--- src/rtl/eth_pktgen.sv ---
// Ethernet test-frame generator for the 64-bit AXI-Stream TX path.
// Each frame carries a sequence number and a transmit timestamp for latency measurement.
module eth_pktgen #(
    parameter logic [47:0] DST_MAC   = 48'hFFFF_FFFF_FFFF,
    parameter logic [47:0] SRC_MAC   = 48'h0002_0000_0001,
    parameter logic [15:0] ETHERTYPE = 16'h88B5,
    parameter int          GAP_W     = 16,
    parameter int          CNT_W     = 32
) (
    input  logic             clk156,
    input  logic             reset,
    input  logic             start,
    input  logic             stop,
    input  logic [10:0]      cfg_len,
    input  logic [GAP_W-1:0] cfg_gap,
    input  logic [CNT_W-1:0] cfg_count,
    output logic             s_axis_tx_tvalid,
    input  logic             s_axis_tx_tready,
    output logic [63:0]      s_axis_tx_tdata,
    output logic [7:0]       s_axis_tx_tkeep,
    output logic             s_axis_tx_tlast,
    output logic             busy,
    output logic [CNT_W-1:0] frames_sent
);

    typedef enum logic [1:0] {IDLE = 2'd0, SEND = 2'd1, GAP = 2'd2} state_t;

    state_t             state_q, state_d;
    logic [7:0]         nwords_q, nwords_d;
    logic [7:0]         last_keep_q, last_keep_d;
    logic [7:0]         idx_q, idx_d;
    logic [GAP_W-1:0]   gap_cfg_q, gap_cfg_d;
    logic [GAP_W-1:0]   gap_cnt_q, gap_cnt_d;
    logic [CNT_W-1:0]   count_q, count_d;
    logic [CNT_W-1:0]   frames_q, frames_d;
    logic               stop_pend_q, stop_pend_d;
    logic [31:0]        seq_q, seq_d;
    logic [63:0]        ts_q, ts_d;
    logic [63:0]        ts_cap_q, ts_cap_d;
    logic               tvalid_q, tvalid_d;
    logic [63:0]        tdata_q, tdata_d;
    logic [7:0]         tkeep_q, tkeep_d;
    logic               tlast_q, tlast_d;

    logic               hs;
    logic               frame_end;
    logic [10:0]        len_clamped;
    logic [CNT_W-1:0]   frames_inc;
    logic               run_done;
    logic [7:0]         idx_next;
    logic               next_is_last;
    logic [63:0]        word0;

    // First byte on the wire sits in tdata[7:0], so multi-byte fields are byte-reversed.
    function automatic logic [63:0] wire_order(input logic [63:0] v);
        logic [63:0] r;
        for (int b = 0; b < 8; b++) begin
            r[8*b +: 8] = v[8*(7-b) +: 8];
        end
        return r;
    endfunction

    function automatic logic [63:0] frame_word(input logic [7:0] idx,
                                               input logic [31:0] seq,
                                               input logic [63:0] ts);
        case (idx)
            8'd0:    frame_word = wire_order({DST_MAC, SRC_MAC[47:32]});
            8'd1:    frame_word = wire_order({SRC_MAC[31:0], ETHERTYPE, 16'h0000});
            8'd2:    frame_word = wire_order({32'h0000_0000, seq});
            8'd3:    frame_word = wire_order(ts);
            default: frame_word = {8{idx}};
        endcase
    endfunction

    always_comb begin
        len_clamped = cfg_len;
        if (cfg_len < 11'd60) begin
            len_clamped = 11'd60;
        end else if (cfg_len > 11'd1514) begin
            len_clamped = 11'd1514;
        end
    end

    assign hs           = tvalid_q & s_axis_tx_tready;
    assign frame_end    = hs & tlast_q;
    assign frames_inc   = frames_q + {{(CNT_W-1){1'b0}}, 1'b1};
    assign run_done     = stop_pend_q | stop | ((count_q != '0) && (frames_inc == count_q));
    assign idx_next     = idx_q + 8'd1;
    assign next_is_last = (idx_next == (nwords_q - 8'd1));
    assign word0        = frame_word(8'd0, 32'h0, 64'h0);

    always_ff @(posedge clk156) begin
        if (reset) begin
            state_q     <= IDLE;
            nwords_q    <= '0;
            last_keep_q <= '0;
            idx_q       <= '0;
            gap_cfg_q   <= '0;
            gap_cnt_q   <= '0;
            count_q     <= '0;
            frames_q    <= '0;
            stop_pend_q <= 1'b0;
            seq_q       <= '0;
            ts_q        <= '0;
            ts_cap_q    <= '0;
            tvalid_q    <= 1'b0;
            tdata_q     <= '0;
            tkeep_q     <= '0;
            tlast_q     <= 1'b0;
        end else begin
            state_q     <= state_d;
            nwords_q    <= nwords_d;
            last_keep_q <= last_keep_d;
            idx_q       <= idx_d;
            gap_cfg_q   <= gap_cfg_d;
            gap_cnt_q   <= gap_cnt_d;
            count_q     <= count_d;
            frames_q    <= frames_d;
            stop_pend_q <= stop_pend_d;
            seq_q       <= seq_d;
            ts_q        <= ts_d;
            ts_cap_q    <= ts_cap_d;
            tvalid_q    <= tvalid_d;
            tdata_q     <= tdata_d;
            tkeep_q     <= tkeep_d;
            tlast_q     <= tlast_d;
        end
    end

    always_comb begin
        state_d = state_q;
        case (state_q)
            IDLE: begin
                if (start && !stop) state_d = SEND;
            end
            SEND: begin
                if (frame_end) begin
                    if (run_done)               state_d = IDLE;
                    else if (gap_cfg_q == '0)   state_d = SEND;
                    else                        state_d = GAP;
                end
            end
            GAP: begin
                if (stop)                       state_d = IDLE;
                else if (gap_cnt_q <= 1)        state_d = SEND;
            end
            default: state_d = IDLE;
        endcase
    end

    // Outputs are registered, so the next word is prepared on the handshake that retires the current one.
    always_comb begin
        nwords_d    = nwords_q;
        last_keep_d = last_keep_q;
        idx_d       = idx_q;
        gap_cfg_d   = gap_cfg_q;
        gap_cnt_d   = gap_cnt_q;
        count_d     = count_q;
        frames_d    = frames_q;
        stop_pend_d = stop_pend_q;
        seq_d       = seq_q;
        ts_d        = ts_q + 64'd1;
        ts_cap_d    = ts_cap_q;
        tvalid_d    = tvalid_q;
        tdata_d     = tdata_q;
        tkeep_d     = tkeep_q;
        tlast_d     = tlast_q;
        case (state_q)
            IDLE: begin
                if (start && !stop) begin
                    nwords_d    = len_clamped[10:3] + {7'd0, (len_clamped[2:0] != 3'd0)};
                    last_keep_d = (len_clamped[2:0] == 3'd0) ? 8'hFF
                                : (8'h01 << len_clamped[2:0]) - 8'h01;
                    gap_cfg_d   = cfg_gap;
                    count_d     = cfg_count;
                    frames_d    = '0;
                    seq_d       = '0;
                    stop_pend_d = 1'b0;
                    idx_d       = '0;
                    tvalid_d    = 1'b1;
                    tdata_d     = word0;
                    tkeep_d     = 8'hFF;
                    tlast_d     = 1'b0;
                end
            end
            SEND: begin
                if (stop) stop_pend_d = 1'b1;
                if (hs && (idx_q == 8'd0)) ts_cap_d = ts_q;
                if (frame_end) begin
                    frames_d = frames_inc;
                    seq_d    = seq_q + 32'd1;
                    idx_d    = '0;
                    if (state_d == SEND) begin
                        tdata_d = word0;
                        tkeep_d = 8'hFF;
                        tlast_d = 1'b0;
                    end else begin
                        tvalid_d  = 1'b0;
                        tdata_d   = '0;
                        tkeep_d   = '0;
                        tlast_d   = 1'b0;
                        gap_cnt_d = gap_cfg_q;
                        if (state_d == IDLE) stop_pend_d = 1'b0;
                    end
                end else if (hs) begin
                    idx_d   = idx_next;
                    tdata_d = frame_word(idx_next, seq_q, ts_cap_q);
                    tkeep_d = next_is_last ? last_keep_q : 8'hFF;
                    tlast_d = next_is_last;
                end
            end
            GAP: begin
                gap_cnt_d = gap_cnt_q - 1'b1;
                if (stop) begin
                    stop_pend_d = 1'b0;
                end else if (gap_cnt_q <= 1) begin
                    idx_d    = '0;
                    tvalid_d = 1'b1;
                    tdata_d  = word0;
                    tkeep_d  = 8'hFF;
                    tlast_d  = 1'b0;
                end
            end
            default: ;
        endcase
    end

    always_comb begin
        s_axis_tx_tvalid = tvalid_q;
        s_axis_tx_tdata  = tdata_q;
        s_axis_tx_tkeep  = tkeep_q;
        s_axis_tx_tlast  = tlast_q;
        busy             = (state_q != IDLE);
        frames_sent      = frames_q;
    end

endmodule

--- config.mk ---
export PLATFORM = sky130hd
export DESIGN_NAME = eth_pktgen
export DESIGN_NICKNAME = d
export VERILOG_FILES = /design/src/rtl/eth_pktgen.sv
export SDC_FILE = /design/constraint.sdc
export NUM_CORES = 1
export LEC_CHECK = 0
export ABC_AREA = 1
export BUFFER_PORTS_ARGS = -buffer_cell sky130_fd_sc_hd__buf_2
export CAP_MARGIN = 20
export CORE_MARGIN = 2
export CORE_UTILIZATION = 35
export DETAILED_ROUTE_END_ITERATION = 10
export PLACE_DENSITY = 0.55
export RECOVER_POWER = 25
export SYNTH_ARGS = -nofsm -noshare
export SYNTH_HDL_FRONTEND = slang
export SYNTH_SLANG_ARGS = --single-unit
--- constraint.sdc ---
create_clock -name clk156 -period 7.09 [get_ports clk156]
set_input_delay 1.418 -clock clk156 [delete_from_list [all_inputs] [get_ports clk156]]
set_output_delay 1.418 -clock clk156 [all_outputs]
set_load 0.02 [all_outputs]
* Word-level counts from Yosys, hierarchy flattened *
Cells that the tools add are included.

cells by class
  $mul = 0
  equal/unequal tests = 15
  mux-type cells = 58
  divide/modulo/power cells = 0
  bitwise logic cells = 4
  add/sub/neg operators = 8
  shift operators = 1
  reduce and logical (&&, ||, !) cells = 23
  $lt $le $gt $ge = 3

operator list
  operator                                               count
  2-to-1 mux 64 bit                                      5
  case mux 64 bit (4 select lines)                       1
  case mux 64 bit (3 select lines)                       1
  case mux 32 bit (2 select lines)                       2
  2-to-1 mux 8 bit                                       13
  2-to-1 mux 32 bit                                      3
  adder 32 x 1 -> 32 bit (second input constant)         2
  adder 64 x 1 -> 64 bit (second input constant)         1
  2-to-1 mux 58 bit                                      1
  case mux 8 bit (3 select lines)                        2
  == test 32 bit                                         1
  2-to-1 mux 16 bit                                      2
  case mux 16 bit (2 select lines)                       1
  nonzero test 32 bit                                    1
  2-to-1 mux 11 bit                                      2
  == test 8 x 2 -> 1 bit (second input constant)         2
  <= comparator 16 x 1 -> 1 bit (second input constant)  1
  logical NOT 16 bit                                     1
  logical NOT 8 bit                                      2
  subtractor 16 x 1 -> 16 bit (second input constant)    1
  subtractor 8 x 1 -> 8 bit (second input constant)      2
  2-to-1 mux 1 bit                                       15
  2-to-1 mux 2 bit                                       6
  != test 2 bit (second input constant)                  6
  other kinds (24)                                       38

word-level totals
  memory bits (writable) = 0
  bits in read-only memories = 0
  output and inout bits = 107
  memories kept = 0
  bits in latches = 0
  input bits = 64
  bits in registers = 357
  word-level logic and storage cells = 128

* Longest topological paths before layout *
  depth after elaboration = 12
  depth in mapped cells = 21
  depth with buffers taken out = 20

* Worst setup path before layout *
OpenSTA, ideal clock, no wires.

  kind = input-to-reg
  start = in cfg_len[2]
  end = reg nwords_q[6]
  arrival = 3.393 ns
  slack = 3.581 ns
  cell stages on the path = 19
  setup time = 0.115 ns
  buffers on the path = 0
  required time = 6.975 ns
  cells stage by stage = inv_1 nand2_1 a21oi_1 o21bai_1 nand2_1 clkinv_1 nor2_1 nor2_1 inv_1 nand2_1 nor2_1 inv_1 ha_1 ha_1 o2111ai_1 nor2_1 xnor2_1 o21ai_0 inv_1

between the ends
  cells in the longest elaborated chain, start to end = 5
  elaborated cells between the ends (all ways) = 6
  classes of those cells = add/sub (1); order compare (2); mux (2); reduce/logical (1)

ends and longest elaborated chain
  element                   RTL line  text
  start, declared           14        input logic [10:0] cfg_len,
  > comparator 11 bit       79        end else if (cfg_len > 11'd1514) begin
  2-to-1 mux 11 bit         79
  2-to-1 mux 11 bit (*)     77        if (cfg_len < 11'd60) begin
  nonzero test 3 bit        171       nwords_d = len_clamped[10:3] + {7'd0, (len_clamped[2:0] != 3'd0)};
  adder 8 x 1 -> 8 bit (*)  171
  end signal, assigned      112       nwords_q <= nwords_d;
  end, declared             29        logic [7:0] nwords_q, nwords_d;

Every way passes the cells marked *; elsewhere a longest branch is shown, timed or not.
A chain may end at the register's enable or synchronous reset.

==> run metrics <==
outcome finished, violations left; failing checks max-capacitance violations, max-slew violations; most frequent cell after synthesis nand2_1; Synth Area in Simple Gates 29.5%; crit path time final 5220 ps; core box area 0.0516 mm^2; H-Tree Depth 2; top cell type's share of synthesized area 38.9%; Worst Path Max Fanout 98; Synth Flop Type dfxtp_1; Worst-path clk slew 60 ps; Vias/cell 5.10; Levels on crit path 6; Maximum Capacitance Violations 2; Synth cell types 52; DIE AREA 0.0543 mm^2; Clock Path Buffers 3; clk sinks 357; Seq/Total Area, Yosys 38.9%; die width 233 um; P&R area growth vs syn 14.6%; CP top delay family buffers and inverters; PD cells 229 mW/mm^2; WP data required 7510 ps; total number of vias 18,100; post-CTS setup buffers 0; RSZ-0062 raised after global routing false; Seq cells post-synth 357; Resize count post-CTS 0; CP max-delay cell clkbuf_1; final instance area 0.0211 mm^2; static leakage power 8.00 nW; Die Ht 233 um; vias in the first global route 16,700; Worst Hold Class reg -> reg; fraction of layout cells with a size suffix above 1 8.29%; DRT Pass-1 Iters 5; TNS Setup 0 ps; switching portion of total power 26.4%; WP buf/inv 4; Worst setup EP type register; Setup crit start reset; Fillers 5,426; fmax 192 MHz; CTS hold repair buffers 0; Hold Startpoint ts_cap_q[19]; total power 0.00483 W; Antenna Nets Post-Route 0; R2R depth 15; global-route wire length before repair 92.3 mm; Final Cycle Share 73.6%; GRT Util Overall 21.4%; Post-Synth Adder-Cell Area 0.885%; Hold Crit Depth 2; DRC violations left 0; final setup fails 0; Final Skew 26.4 ps; I/O pin count 171; leading area contributor after synthesis dfxtp_1; CTS tree built; Worst Tran Pin Value 2920 ps; grt ovf 0; initial antenna violation count 1; Worst-Skew Late Latency 580 ps; DP HPWL 43.7 mm; Critical Path, Cell by Cell buf_4 > clkbuf_1 > inv_4 > buf_4 > o21ai_0 > a21oi_1; largest net degree at the start of global routing 99; logic gate share of total power 9.8%; Initial Util 35.6%; Startpoint Class input port; largest family of logic cells by synthesized area simple AND/OR/NAND/NOR gates; Max IR drop VDD 0.132 mV; area of the multi-input gates 0.00934 mm^2; row count 83; Synth area leaders dfxtp_1 39%, nand2_1 12%, inv_1 7.5%; post-synthesis compound-gate area fraction 17.9%; Crit path largest cell delay 1810 ps; Iteration-0 DRC Markers 1,711; Reg-to-Reg Start idx_q[0]; routability congestion estimate 0.912; Placed Area 0.0198 mm^2; EDFF count, synth 0; max-slew violation count 103; Worst Path Arrival 5640 ps; register area 0.00715 mm^2; nets 2,916; Synth Cell Area 0.0184 mm^2; Max-slew headroom -94.5%; Synth top cells by count 565 x nand2_1, 369 x inv_1, 357 x dfxtp_1; Fin. Hold Viols 0; Psw 0.00128 W; Mapped Cells 2,726; Avg Cell Area, Syn 6.74 um^2; Num CTS Buffers 41; Port Buffers 170; mux cell area share after synthesis 0%; syn_nets 2,803; Crit Path Category in -> reg; Internal 0.00355 W; Post-Synth XOR/XNOR Area 2.40%; Hold WS 449 ps; async set-reset flop share out of synthesis 0%; Yosys Warn Count 0; final WL 59.1 mm; ANT cells 0; wire length per cell 16.7 um; crit-path most repeated cell buf_4; clock root buffer clkbuf_16; Seq pwr share 44.1%; clock share of power 46.1%
## tightest hold or removal path, delay by kind of cell (launching register included)
| family | cells | cell delay [ps] |
|---|---|---|
| AOI/OAI and AO/OA | 1 | 50 |
| DFF | 1 | 310 |
| buffers and inverters | 1 | 50 |
## registers in the layout, summed over array words and instances (netlist names), 2 cells and up
name / cells
s_axis_tx_tkeep: 8
frames_sent: 32
seq_q: 32
nwords_q: 8
s_axis_tx_tdata: 64
ts_cap_q: 64
state_q: 2
idx_q: 8
count_q: 32
gap_cnt_q: 16
gap_cfg_q: 16
ts_q: 64
last_keep_q: 8
## layer usage
layer | track usage, % | up-vias | wire length (um)
met5 | 0 | - | 13
met4 | 6.31 | 2 | 1470
met3 | 3.22 | 93 | 3410
met2 | 32.4 | 469 | 25100
met1 | 31.1 | 8405 | 29100
li1 | - | 9147 | -
## cell families after synthesis
kind of cell | Yosys count
buffers and inverters | 497
and+or+nand+nor | 1223
AOI/OAI and AO/OA | 588
xor gates and xnor gates | 48
DFF | 357
adders and majority gates | 13
## placed cells by master, fill, tap and decap left out, types with 4 or more instances in the layout
| cell type | n |
|---|---|
| inv_2 | 9 |
| nor3_1 | 83 |
| ha_1 | 13 |
| xor2_1 | 38 |
| xnor2_1 | 8 |
| a31oi_1 | 7 |
| o211ai_1 | 7 |
| nand2_2 | 23 |
| buf_4 | 15 |
| a21oi_2 | 10 |
| nand2_1 | 565 |
| o22ai_1 | 5 |
| nor3b_1 | 7 |
| clkbuf_16 | 41 |
| o21ai_0 | 240 |
| clkbuf_1 | 102 |
| o21ai_1 | 4 |
| nor2_4 | 9 |
| nand3b_1 | 6 |
| buf_2 | 73 |
| inv_1 | 366 |
| a21oi_1 | 222 |
| nand3_1 | 165 |
| nor2_2 | 7 |
| o221ai_1 | 14 |
| o21a_1 | 51 |
| o2111ai_1 | 14 |
| nor4_1 | 18 |
| clkinv_2 | 6 |
| clkbuf_8 | 15 |
| dfxtp_1 | 357 |
| nand4_1 | 64 |
| nor2_1 | 256 |
## power groups by stage
stage | combinational [W] | sequential (W) | clock (W)
2_1_floorplan | 0.000273 | 0.00220 | 0
3_3_place_gp | 0.000477 | 0.00217 | 0
3_5_place_dp | 0.000482 | 0.00217 | 0
4_1_cts | 0.000484 | 0.00213 | 0.00228
5_1_grt | 0.000527 | 0.00214 | 0.00235
6_report | 0.000472 | 0.00213 | 0.00223
## final timing paths
check,end,slack (ps)
setup / recovery,ts_cap_q[13],1870
hold / removal,ts_cap_q[19],450
setup reg to reg,s_axis_tx_tdata[49],3140
hold reg to reg,ts_cap_q[19],450
## area by class of cell
type	count	share of cell area, %
clock buffer	59	5.91
clock inverter	15	0.873
inverter	379	6.77
multi-input combinational	1872	44.3
sequential	357	33.9
tap	680	4.04
timing repair buffer	188	4.13
## metrics by stage
| stage | instances | utilization, % | setup WS, ps |
|---|---|---|---|
| floorplan | 2726 | - | 3580 |
| global placement | 3475 | 38.2 | 2490 |
| detailed placement | 3476 | 38.3 | 2390 |
| CTS | 3550 | 41.1 | 2990 |
| global route | 3550 | 40.8 | 1540 |
| finish | 3550 | 40.8 | 1870 |
Note: power is estimated with default switching activity, not from simulation.
